## config.mk

```make
export PLATFORM = sky130hd
export DESIGN_NAME = alu_req_arbiter
export DESIGN_NICKNAME = d
export VERILOG_FILES = /design/src/rtl/alu_req_arbiter.sv
export SDC_FILE = /design/constraint.sdc
export NUM_CORES = 1
export LEC_CHECK = 0
export ABC_AREA = 1
export CORE_UTILIZATION = 40
export CTS_BUF_LIST = sky130_fd_sc_hd__clkbuf_8
export DETAILED_ROUTE_END_ITERATION = 12
export PLACE_DENSITY = 0.83
export SETUP_SLACK_MARGIN = 0.1
export SLEW_MARGIN = 20
export SYNTH_ARGS = -nofsm -noshare
export SYNTH_HDL_FRONTEND = slang
export SYNTH_SLANG_ARGS = --single-unit
```

## constraint.sdc

```tcl
create_clock -name clk -period 1.5 [get_ports clk]
set_input_delay 0.225 -clock clk [delete_from_list [all_inputs] [get_ports clk]]
set_output_delay 0.225 -clock clk [all_outputs]
set_load 0.1 [all_outputs]
```

## src/rtl/alu_req_arbiter.sv

```systemverilog
// Two-requester front end for a shared 16-bit ALU: grants one request, runs it, holds the response.
// ALU_ARB_FIXED_PRIO_EN selects fixed priority (requester 0 wins); undefined gives round-robin.
module alu_req_arbiter (
    input  logic        clk,
    input  logic        rst_n,
    input  logic        req0_valid,
    output logic        req0_ready,
    input  logic [15:0] req0_a,
    input  logic [15:0] req0_b,
    input  logic [3:0]  req0_op,
    input  logic        req1_valid,
    output logic        req1_ready,
    input  logic [15:0] req1_a,
    input  logic [15:0] req1_b,
    input  logic [3:0]  req1_op,
    output logic [15:0] alu_a,
    output logic [15:0] alu_b,
    output logic [3:0]  alu_op,
    input  logic [15:0] alu_result,
    input  logic [3:0]  alu_flags,
    output logic        rsp_valid,
    input  logic        rsp_ready,
    output logic        rsp_id,
    output logic [15:0] rsp_result,
    output logic [3:0]  rsp_flags
);

    typedef enum logic [1:0] {
        S_IDLE = 2'd0,
        S_EXEC = 2'd1,
        S_RESP = 2'd2
    } state_t;

    state_t      r_state;
    state_t      w_state_next;
    logic [15:0] r_a;
    logic [15:0] r_b;
    logic [3:0]  r_op;
    logic        r_idx;
    logic        r_rsp_id;
    logic [15:0] r_rsp_result;
    logic [3:0]  r_rsp_flags;
    logic        w_any;
    logic        w_pick;
    logic        w_accept;

`ifdef ALU_ARB_FIXED_PRIO_EN
    assign w_pick = ~req0_valid;
`else
    logic r_last;

    // On contention, grant whichever requester did not win last time.
    assign w_pick = (req0_valid && req1_valid) ? ~r_last : ~req0_valid;
`endif

    assign w_any    = req0_valid | req1_valid;
    // Gating with rst_n keeps the readies low while reset is held.
    assign w_accept = (r_state == S_IDLE) && w_any && rst_n;

    assign req0_ready = w_accept && !w_pick;
    assign req1_ready = w_accept && w_pick;

    always_comb begin
        w_state_next = r_state;
        case (r_state)
            S_IDLE:  if (w_any)     w_state_next = S_EXEC;
            S_EXEC:                 w_state_next = S_RESP;
            S_RESP:  if (rsp_ready) w_state_next = S_IDLE;
            default:                w_state_next = S_IDLE;
        endcase
    end

    always_ff @(posedge clk or negedge rst_n) begin
        if (!rst_n) begin
            r_state      <= S_IDLE;
            r_a          <= 16'h0000;
            r_b          <= 16'h0000;
            r_op         <= 4'h0;
            r_idx        <= 1'b0;
            r_rsp_id     <= 1'b0;
            r_rsp_result <= 16'h0000;
            r_rsp_flags  <= 4'h0;
        end else begin
            r_state <= w_state_next;
            if (w_accept) begin
                r_a   <= w_pick ? req1_a  : req0_a;
                r_b   <= w_pick ? req1_b  : req0_b;
                r_op  <= w_pick ? req1_op : req0_op;
                r_idx <= w_pick;
            end
            if (r_state == S_EXEC) begin
                r_rsp_id     <= r_idx;
                r_rsp_result <= alu_result;
                r_rsp_flags  <= alu_flags;
            end
        end
    end

`ifndef ALU_ARB_FIXED_PRIO_EN
    // Reset value 1 lets requester 0 win the first contention.
    always_ff @(posedge clk or negedge rst_n) begin
        if (!rst_n) begin
            r_last <= 1'b1;
        end else if (w_accept) begin
            r_last <= w_pick;
        end
    end
`endif

    assign alu_a      = r_a;
    assign alu_b      = r_b;
    assign alu_op     = r_op;
    assign rsp_valid  = (r_state == S_RESP);
    assign rsp_id     = r_rsp_id;
    assign rsp_result = r_rsp_result;
    assign rsp_flags  = r_rsp_flags;

endmodule
```

==> impl_results.md <==
* Longest individual stage delay on the worst path at 0.56 ns
* Port Buffers at 156
* Final setup vio count at 3
* Worst setup margin at -0.1790 ns
* Remaining routing DRC violations at 0
* Wire length reported by the detailed router at 10540 µm
* Status: finished, violations left
* TritonCTS clock tree: yes
* Final Net Count at 659
* Clock transition at the registers of the reported paths at 0.07 ns
* Final Slew Violations at 0
* Share of post-route cells with drive strength above 1 at 22.57%
* Clock sink count at 61
* Weighted congestion at the end of routability-driven global placement at 0.7868
* Arrival @ worst endpoint at 1.45 ns
* Level count of the clock H-tree at 3
* Clock buffers created by TritonCTS at 9
* Synth Cell Area at 2907 µm²
* Failing checks: negative setup slack
* Post-synth cell types at 16
* Latest clock arrival within the worst-skew pair at 0.34 ns
* Router iterations before antenna repair at 4
* FILL cells at 397
* Hold Path Class: input port to async pin
* Routed WL per cell at 15.90 µm
* Final antenna-violating net count at 0
* Register bit count reported by yosys at 61
* Setup repair after global routing missed its margin: yes
* Upper clock frequency limit at 595.6 MHz
* Via-per-instance ratio at 4.959
* Area share of the largest cell type after synthesis at 51.66%
* Area of the multi-input gates at 1274 µm²
* Final count of hold timing violations at 0
* Highest net fanout along the worst path at 3
* Final worst path period need at 1.679 ns
* DRT iter0 DRCs at 170
* Longest Clk Path Bufs at 2
* Data required, critical path at 1.27 ns
* Floorplan die area at 7611 µm²
* Vias post-DR at 3288
* Total half-perimeter wirelength after legalization and detailed placement at 6946 µm
* Mapped Cells at 386
* Most common cell type on the critical path: sky130_fd_sc_hd__nor2_2
* Portion of the post-synthesis area used by sequential elements at 52.56%
* Die height at 87.24 µm
* CP Launch Type: input port
* GRT overflow at 0
* Min Hold Slack at 0.1304 ns
* Worst setup skew after layout at 0.007396 ns
* Die Span X at 87.24 µm
* Effective utilization at floorplan at 42.08%
* Most common library cell in the layout ignoring fill and taps: sky130_fd_sc_hd__nand2_1
* Via count of the first global-routing pass at 3158
* Slew HR at 50.32%
* Mean cell area of the mapped netlist at 7.530 µm²
* Total GRT Usage at 26.30%
* Synth-to-layout area growth at 95.61%
* Cells along the critical path: clkdlybuf4s50_1 > nor2_2 > nor2_2 > nand2_2 > nor2_4 > buf_12
* Count of inserted antenna diode cells at 0
* Biggest area contributors in the synthesized netlist: sky130_fd_sc_hd__dfrtp_1 52%, sky130_fd_sc_hd__nand2_1 30%, sky130_fd_sc_hd__nand3_1 9.8%
* Synthesized net count at 483
* First-pass GRT wire length at 15210 µm
* Share of the cycle needed by the critical path after routing at 111.9%
* Clock tree root buffer cell: sky130_fd_sc_hd__clkbuf_8
* Antenna violations before repair at 0
* Crit path capture type: output pin
* Core Box Area at 6907 µm²
* Yosys warns at 0
* Transition time at the pin with the least slew margin at 0.7453 ns
* Sequential standard cell area at 1528 µm²
* Highest-delay cell along the critical path: sky130_fd_sc_hd__clkdlybuf4s50_1
* Number of top-level pins at 157
* Commonest non-fill, non-tap cells in the layout: 227 x sky130_fd_sc_hd__nand2_1, 95 x sky130_fd_sc_hd__clkdlybuf4s50_1, 62 x sky130_fd_sc_hd__buf_12, 60 x sky130_fd_sc_hd__dfrtp_1, 53 x sky130_fd_sc_hd__nand3_1
* Largest net degree at the start of global routing at 61
* Number of maximum-capacitance violations at 0
* Critical path start-end classification: input port to output pin
* Yosys top cell by area: sky130_fd_sc_hd__dfrtp_1
* Std-Cell Rows at 30
## cell usage after synthesis (all sizes together)
library cell and number:
buf 18, clkbuf 6, dfrtp 60, dfstp 1, inv 6, nand2 232, nand3 57, nor2 4
nor3 1, o21ai 1
## critical path, delay by kind of cell
kind          cells  cell delay [ns]
buf+inv           2             0.74
simple gates      4             0.48
## timing repair
action | CTS | global route
endpoints found under the hold margin | 1 | 0
gates cloned | 0 | 5
setup buffers | 4 | 8
gates resized for setup | 5 | 21
endpoints found under the setup margin | 3 | 47
pin swaps | 3 | 27
hold buffers | 1 | 0
## layer usage
layer / global-route usage [%] / vias up / part of all wire (%) / wire length [µm]
li1: - / 1550 / - / -
met1: 30.51 / 1555 / 37 / 3942
met2: 45.45 / 159 / 51 / 5424
met3: 6.919 / 24 / 8.4 / 882
met4: 11.92 / 0 / 2.8 / 293
met5: 0 / - / 0 / 0
## state kept, by name, summed over array words and instances (netlist names)
name and count:
alu_a 16, rsp_result 16, alu_b 16, alu_op 4
r_last 1, rsp_id 1, r_state 2, rsp_flags 4
r_idx 1
## metrics by stage
| step | util (%) | cell area [µm²] | TNS (ns) | worst slack (ns) | instances |
|---|---|---|---|---|---|
| final | 82.32 | 5685 | -0.4117 | -0.1790 | 663 |
| after detailed placement | 75.20 | 5194 | -3.759 | -0.1299 | 632 |
| after floorplan | - | 2948 | -0.1880 | -0.07464 | 386 |
| after global routing | 82.32 | 5685 | -0.5873 | -0.2182 | 663 |
| after global placement | 75.20 | 5194 | -1.957 | -0.1012 | 632 |
| after CTS | 78.82 | 5444 | -0.2966 | -0.1343 | 653 |
## path summary, 6_finish.rpt
kind	startpoint	endpoint	slack (ns)	cells past startpoint
setup reg to reg	r_last$_DFFE_PN1P_	alu_a[9]$_DFFE_PN0P_	0.01	9
min in group clk	alu_result[12]	rsp_result[12]$_DFFE_PN0N_	0.46	3
setup / recovery	req0_valid	req0_ready	-0.18	6
hold reg to reg	r_idx$_DFFE_PN0P_	r_idx$_DFFE_PN0P_	0.50	2
max in group asynchronous	rst_n	alu_a[5]$_DFFE_PN0P_	0.88	2
hold / removal	rst_n	alu_a[10]$_DFFE_PN0P_	0.13	2
## final cells by class
cell class,instances,share of cell area (%)
Tap cell,96,2.113
Clock buffer,9,2.179
Timing Repair Buffer,189,44.81
Inverter,6,0.4621
Multi-Input combinational cell,295,22.40
Clock inverter,7,1.166
Sequential cell,61,26.87
## logic make-up (layout without fill, tap and decap cells)
family	Yosys count	after routing	share of synthesized area, %
AND/OR/NAND/NOR	294	294	41.20
flip-flops	61	61	52.56
buffers and inverters	30	211	6.069
AO/OA/AOI/OAI	1	1	0.1720
Power is not shown: default switching activity piles up to over one toggle a cycle in this logic, so the estimate is an artifact.
